==> config.mk <==
export PLATFORM = sky130hd
export DESIGN_NAME = ars_gf2m_mult_unit_flat
export DESIGN_NICKNAME = d
export VERILOG_FILES = /design/src/rtl/ars_gf2m_mult_unit_if.sv /design/src/rtl/ars_gf2m_mult_unit.sv /design/src/flat_wrapper.sv
export SDC_FILE = /design/constraint.sdc
export NUM_CORES = 1
export LEC_CHECK = 0
export CAP_MARGIN = 30
export CORE_MARGIN = 2
export CORE_UTILIZATION = 45
export DETAILED_ROUTE_END_ITERATION = 10
export PLACE_DENSITY = 0.66
export RECOVER_POWER = 50
export SYNTH_ARGS = -nofsm -noshare
export SYNTH_HDL_FRONTEND = slang
export SYNTH_SLANG_ARGS = --single-unit
export TNS_END_PERCENT = 30
==> constraint.sdc <==
create_clock -name CLK -period 49.9 [get_ports CLK]
set_clock_uncertainty 0.1 [all_clocks]
set_input_delay 4.99 -clock CLK [delete_from_list [all_inputs] [get_ports CLK]]
set_output_delay 4.99 -clock CLK [all_outputs]
set_load 0.02 [all_outputs]
==> src/rtl/ars_gf2m_mult_unit_if.sv <==
`default_nettype none
// ============================================================================
// Module      : ars_gf2m_mult_unit_if
// Description : Start/complete handshake bundle between a point-arithmetic
//               controller (master) and a GF(2^M) multiplier (slave).
//               IN_VALID/OP/A/B   : controller -> multiplier (start pulse)
//               Z/OUT_VALID       : multiplier -> controller (result pulse)
//               BUSY/IN_DROP      : multiplier status
// Revision    : 1.0 - initial release
// ============================================================================
interface ars_gf2m_mult_unit_if #(
    parameter int M = 163
);
    logic         IN_VALID;
    logic         OP;
    logic [M-1:0] A;
    logic [M-1:0] B;
    logic [M-1:0] Z;
    logic         OUT_VALID;
    logic         BUSY;
    logic         IN_DROP;

    modport master (
        output IN_VALID, OP, A, B,
        input  Z, OUT_VALID, BUSY, IN_DROP
    );

    modport slave (
        input  IN_VALID, OP, A, B,
        output Z, OUT_VALID, BUSY, IN_DROP
    );
endinterface
`default_nettype wire

==> src/rtl/ars_gf2m_mult_unit.sv <==
`default_nettype none
// ============================================================================
// Module      : ars_gf2m_mult_unit
// Description : Digit-serial GF(2^M) polynomial-basis multiplier/squarer,
//               f(x) = x^M + POLY. Processes D bits of B per cycle, MSB digit
//               first (Horner), so a result takes ceil(M/D)+1 cycles.
// Ports       : CLK  - clock, rising edge
//               RST  - asynchronous active-high reset
//               bus  - slave side of the start/result handshake:
//                      IN_VALID/OP/A/B in, Z/OUT_VALID/BUSY/IN_DROP out
// Revision    : 1.0 - initial release
// ============================================================================
module ars_gf2m_mult_unit #(
    parameter int           M    = 163,
    parameter logic [M-1:0] POLY = 163'h0C9,
    parameter int           D    = 1
) (
    input  wire logic              CLK,
    input  wire logic              RST,
    ars_gf2m_mult_unit_if.slave    bus
);

    localparam int c_N  = (M + D - 1) / D;
    localparam int c_NW = c_N * D;
    localparam int c_CW = (c_N > 1) ? $clog2(c_N) : 1;
    localparam logic [c_CW-1:0] c_LAST = c_CW'(c_N - 1);

    localparam logic [0:0] S_IDLE = 1'b0;
    localparam logic [0:0] S_RUN  = 1'b1;

    logic [0:0]      r_state_q,     w_state_d;
    logic [M-1:0]    r_ra_q,        w_ra_d;
    logic [c_NW-1:0] r_rb_q,        w_rb_d;
    logic [M-1:0]    r_acc_q,       w_acc_d;
    logic [c_CW-1:0] r_cnt_q,       w_cnt_d;
    logic [M-1:0]    r_z_q,         w_z_d;
    logic            r_out_valid_q, w_out_valid_d;
    logic            r_busy_q,      w_busy_d;
    logic            r_in_drop_q,   w_in_drop_d;

    logic [D-1:0]    w_digit;
    logic [D-1:0]    w_hi;
    logic [M-1:0]    w_acc_shift;
    logic [M-1:0]    w_pp;
    logic [M-1:0]    w_pp_term;
    logic [M-1:0]    w_acc_next;

    // Multiply by x with one reduction step.
    function automatic logic [M-1:0] f_mulx(input logic [M-1:0] v);
        return {v[M-2:0], 1'b0} ^ (v[M-1] ? POLY : '0);
    endfunction

    assign w_digit = r_rb_q[c_NW-1 -: D];
    assign w_hi    = r_acc_q[M-1 -: D];

    // One Horner step: C*x^D mod f  xor  Ra*digit mod f.
    // The D bits shifted out of C are folded back in a single pass as
    // h(x)*POLY; the degree bound on POLY keeps that fold below x^M.
    always_comb begin
        w_acc_shift = {r_acc_q[M-D-1:0], {D{1'b0}}};
        for (int j = 0; j < D; j++) begin
            if (w_hi[j]) begin
                w_acc_shift = w_acc_shift ^ (POLY << j);
            end
        end

        w_pp      = '0;
        w_pp_term = r_ra_q;
        for (int j = 0; j < D; j++) begin
            if (w_digit[j]) begin
                w_pp = w_pp ^ w_pp_term;
            end
            w_pp_term = f_mulx(w_pp_term);
        end

        w_acc_next = w_acc_shift ^ w_pp;
    end

    always_comb begin
        w_state_d     = r_state_q;
        w_ra_d        = r_ra_q;
        w_rb_d        = r_rb_q;
        w_acc_d       = r_acc_q;
        w_cnt_d       = r_cnt_q;
        w_z_d         = r_z_q;
        w_out_valid_d = 1'b0;
        w_in_drop_d   = 1'b0;

        case (r_state_q)
            S_IDLE: begin
                if (bus.IN_VALID) begin
                    w_ra_d    = bus.A;
                    // Squaring is just A*A; B is zero-extended at the MSB end.
                    w_rb_d    = c_NW'(bus.OP ? bus.A : bus.B);
                    w_acc_d   = '0;
                    w_cnt_d   = c_LAST;
                    w_state_d = S_RUN;
                end
            end
            S_RUN: begin
                w_acc_d = w_acc_next;
                w_rb_d  = r_rb_q << D;
                if (bus.IN_VALID) begin
                    w_in_drop_d = 1'b1;
                end
                if (r_cnt_q == '0) begin
                    w_z_d         = w_acc_next;
                    w_out_valid_d = 1'b1;
                    w_state_d     = S_IDLE;
                end else begin
                    w_cnt_d = r_cnt_q - c_CW'(1);
                end
            end
            default: begin
                w_state_d = S_IDLE;
            end
        endcase

        w_busy_d = (w_state_d == S_RUN);
    end

    always_ff @(posedge CLK or posedge RST) begin
        if (RST) begin
            r_state_q     <= S_IDLE;
            r_ra_q        <= '0;
            r_rb_q        <= '0;
            r_acc_q       <= '0;
            r_cnt_q       <= '0;
            r_z_q         <= '0;
            r_out_valid_q <= 1'b0;
            r_busy_q      <= 1'b0;
            r_in_drop_q   <= 1'b0;
        end else begin
            r_state_q     <= w_state_d;
            r_ra_q        <= w_ra_d;
            r_rb_q        <= w_rb_d;
            r_acc_q       <= w_acc_d;
            r_cnt_q       <= w_cnt_d;
            r_z_q         <= w_z_d;
            r_out_valid_q <= w_out_valid_d;
            r_busy_q      <= w_busy_d;
            r_in_drop_q   <= w_in_drop_d;
        end
    end

    assign bus.Z         = r_z_q;
    assign bus.OUT_VALID = r_out_valid_q;
    assign bus.BUSY      = r_busy_q;
    assign bus.IN_DROP   = r_in_drop_q;

endmodule
`default_nettype wire

==> src/flat_wrapper.sv <==
// flat-port wrapper written by rule: the top's interface ports become plain ports
module ars_gf2m_mult_unit_flat 
#(
    parameter int           M    = 163,
    parameter logic [M-1:0] POLY = 163'h0C9,
    parameter int           D    = 1
)
  (CLK, RST, bus_IN_VALID, bus_OP, bus_A, bus_B, bus_Z, bus_OUT_VALID, bus_BUSY, bus_IN_DROP);
  ars_gf2m_mult_unit_if #(.M(M)) bus_i ();
  input  wire logic CLK;
  input  wire logic RST;
  input wire logic [$bits(bus_i.IN_VALID)-1:0] bus_IN_VALID;
  input wire logic [$bits(bus_i.OP)-1:0] bus_OP;
  input wire logic [$bits(bus_i.A)-1:0] bus_A;
  input wire logic [$bits(bus_i.B)-1:0] bus_B;
  output wire logic [$bits(bus_i.Z)-1:0] bus_Z;
  output wire logic [$bits(bus_i.OUT_VALID)-1:0] bus_OUT_VALID;
  output wire logic [$bits(bus_i.BUSY)-1:0] bus_BUSY;
  output wire logic [$bits(bus_i.IN_DROP)-1:0] bus_IN_DROP;
  assign bus_i.IN_VALID = bus_IN_VALID;
  assign bus_i.OP = bus_OP;
  assign bus_i.A = bus_A;
  assign bus_i.B = bus_B;
  assign bus_Z = bus_i.Z;
  assign bus_OUT_VALID = bus_i.OUT_VALID;
  assign bus_BUSY = bus_i.BUSY;
  assign bus_IN_DROP = bus_i.IN_DROP;
  ars_gf2m_mult_unit #(.M(M), .POLY(POLY), .D(D)) u_core (.CLK(CLK), .RST(RST), .bus(bus_i));
endmodule
==> qor.txt <==
Fillers: 5923
WS Path Type: input port to asynchronous set/reset pin
HPWL Detailed: 53.3 mm
Hold Path Class: flop to flop
initial DRC count: 1561
Logic pwr share: 0.328
CP arrival: 14.22 ns
Req. time, crit path: 48.48 ns
# rows: 93
CTS hold repair buffers: 0
Final ANT Viol Nets: 0
total wire length: 79.4 mm
Internal: 1.44 mW
Final Hold Vio Count: 0
reg-to-reg slack, setup: 39.28 ns
Net Sw Frac: 0.351
Max-Cap Viols: 15
Synth-to-Final Area Change: 25.8%
setup TNS: 0 ns
met1 usage: 0.326
clock share of power: 0.247
Slew headroom: -4.40
H-tree depth: 3
GRT Max-Usage Layer: met2
hold-critical path endpoint: u_core.r_rb_q[103]$_DFFE_PP0P_
Root Buffer: clkbuf_16
Post-Synth Adder-Cell Area: 0.000850
hold path start: u_core.r_rb_q[102]$_DFFE_PP0P_
IO Port Bufs: 495
PwrDens: 60.0 nW/um^2
Sequential Power Share: 0.425
placed cell count: 4374
violated checks: max-capacitance violations, max-slew violations
TritonCTS clock tree: built
antenna violations before repair: 5
post-synthesis mux area share: 0.0558
CTS clock-pin slew for the worst setup and hold paths: 0.06 ns
GR Util met2: 0.372
vias in the first global route: 22500
DRC: 0
Avg Cell Area, Syn: 9.11 um^2
R2R cell count: 7
Seq/Total Area, Yosys: 0.564
met3 Use GR: 0.0361
RSZ-0062 raised after global routing: no
fmax: 63.9 MHz
largest net degree at the start of global routing: 213
drt pass-1 iters: 4
post-CTS sizing: 0
crit share post-route: 0.313
Num CTS Buffers: 74
Yosys Warn Count: 0
most common cell after layout, fill and taps aside: nand2_1
non-filler cells, final: 4507
grt total ovfl: 0
setup bufs post-CTS: 0
clock sinks: 663
CTS max path bufs: 3
Distinct cells, synth: 39
most frequent cells in the layout: nand2_1 (1315), dfrtp_1 (662), clkdlybuf4s50_1 (492), o21ai_0 (488), mux2i_1 (164)
simple-gate share of the synthesized area: 0.173
Clock Latency Late Sink: 0.60 ns
hold depth: 2
largest family of logic cells by synthesized area: simple AND/OR/NAND/NOR gates
Synth Cell Area: 29400 um^2
Post-Syn Instances: 3231
status: finished with violations
Slew @ Worst Pin: 8.09 ns
Die X: 260 um
post-synthesis compound-gate area fraction: 0.121
Pins Over Slew Limit: 1464
Switching Power: 0.781 mW
Worst Setup SP: RST
Core Footprint: 64600 um^2
routed len/inst: 17.6 um
Yosys reg bits: 663
drt via density: 5.11
final critical-path required period: 15.64 ns
Placer Congestion: 0.828
Initial Util: 0.456
Ports: 496
DIE HEIGHT: 260 um
crit path launch type: input port
setup violators final: 0
Syn Nets: 3563
GRT Total Usage: 0.236
first-pass GRT wire length: 126 mm
fin nets: 3930
critical path endpoint category: asynchronous set/reset pin
share of cells above drive strength 1: 0.0378
FF-to-FF Start: u_core.r_state_q$_DFF_PP0_
CP Max Fanout: 154
VDD IR-drop max: 0.0309 mV
Lkg Pwr: 16.8 nW
Die ar.: 67500 um^2
reg2reg end: u_core.bus.Z[103]$_DFFE_PP0P_
via count: 23000
XOR/XNOR share of the synthesized area: 0.0494
-- cell type report --
| class | count | area [um^2] | share of cell area |
|---|---|---|---|
| Inverter | 7 | 36.3 | 0.000980 |
| Clock buffer | 96 | 2030 | 0.0549 |
| Multi-Input combinational cell | 2327 | 11700 | 0.316 |
| Sequential cell | 663 | 16600 | 0.448 |
| Clock inverter | 29 | 379 | 0.0102 |
| Timing Repair Buffer | 525 | 5190 | 0.140 |
| Tap cell | 855 | 1070 | 0.0289 |
| Antenna cell | 5 | 12.5 | 0.000338 |
-- power by group through the flow --
stage                     clock, mW  sequential, mW  combinational, mW
final                         0.548           0.945              0.728
after detailed placement          0           0.958              0.736
after floorplan                   0           0.978              0.423
after CTS                     0.561           0.954              0.739
after global routing          0.583           0.976              0.826
after global placement            0           0.954              0.717
-- synth_stat cells (all sizes together) --
| cell | count | area, um^2 |
|---|---|---|
| nor2 | 5 | 18.8 |
| nor3 | 1 | 5.00 |
| o22ai | 158 | 988 |
| clkbuf | 160 | 601 |
| nor4bb | 1 | 25.0 |
| xnor2 | 3 | 26.3 |
| a21oi | 2 | 10.0 |
| or3 | 2 | 12.5 |
| ha | 2 | 25.0 |
| nor4 | 2 | 33.8 |
| or4bb | 1 | 11.3 |
| or4 | 1 | 7.51 |
| o311ai | 1 | 8.76 |
| mux2i | 164 | 1640 |
| a31o | 1 | 8.76 |
| inv | 7 | 28.8 |
| o211ai | 1 | 7.51 |
| nand2 | 1315 | 4940 |
| nand3 | 2 | 10.0 |
| o31ai | 3 | 22.5 |
| nor2b | 2 | 12.5 |
| o22a | 1 | 8.76 |
| and3 | 1 | 6.26 |
| and2 | 1 | 6.26 |
| a211oi | 1 | 7.51 |
| xor2 | 163 | 1430 |
| o21ai | 493 | 2490 |
| dfrtp | 663 | 16600 |
| buf | 74 | 448 |
-- per-layer routing --
metal | vias to the layer above | routed length (um)
met5 | - | 0
met4 | 0 | 3100
met3 | 149 | 3130
met2 | 480 | 37600
met1 | 11100 | 35500
li1 | 11400 | -
-- worst max-delay path, cell delays in order --
cell	delay (ns)
dlygate4sd3_1	0.54
clkinvlp_2	2.58
clkbuf_1	5.82
-- registers in the layout (all words and copies together) (netlist names) --
register	cells
u_core.bus.IN_DROP	1
u_core.bus.OUT_VALID	1
u_core.bus.Z	163
u_core.r_acc_q	163
u_core.r_cnt_q	8
u_core.r_ra_q	163
u_core.r_rb_q	163
u_core.r_state_q	1
-- worst max path at each step --
stage	endpoint	slack, ns	depth (start not counted)
finish	u_core.r_ra_q[36]$_DFFE_PP0P_	34.26	3
global route	u_core.r_ra_q[36]$_DFFE_PP0P_	32.07	3
CTS	u_core.r_acc_q[8]$_DFFE_PP0P_	41.71	5
detailed placement	u_core.r_acc_q[10]$_DFFE_PP0P_	41.07	5
global placement	u_core.r_acc_q[3]$_DFFE_PP0P_	41.04	5
floorplan	u_core.bus.IN_DROP$_DFF_PP0_	26.23	1
-- metrics by stage --
stage               hold WS, ns  utilization  cell area, um^2  power (mW)  setup WS, ns
finish                    0.355        0.574            37000        2.22         34.26
global route              0.387        0.574            37000        2.39         32.07
CTS                       0.367        0.576            37200        2.25         41.71
detailed placement        0.358        0.538            34800        1.69         41.07
global placement          0.350        0.537            34700        1.67         41.04
floorplan                 0.345            -            29400        1.40         26.23
-- cell families after synthesis --
| logic type | Yosys count |
|---|---|
| AND/OR/NAND/NOR | 1334 |
| flip-flops | 663 |
| AO/OA/AOI/OAI | 661 |
| buffers and inverters | 241 |
| XOR/XNOR | 166 |
| multiplexers | 164 |
| adder cells (fa/ha/maj) | 2 |
Power figures use the tool's default switching activity.
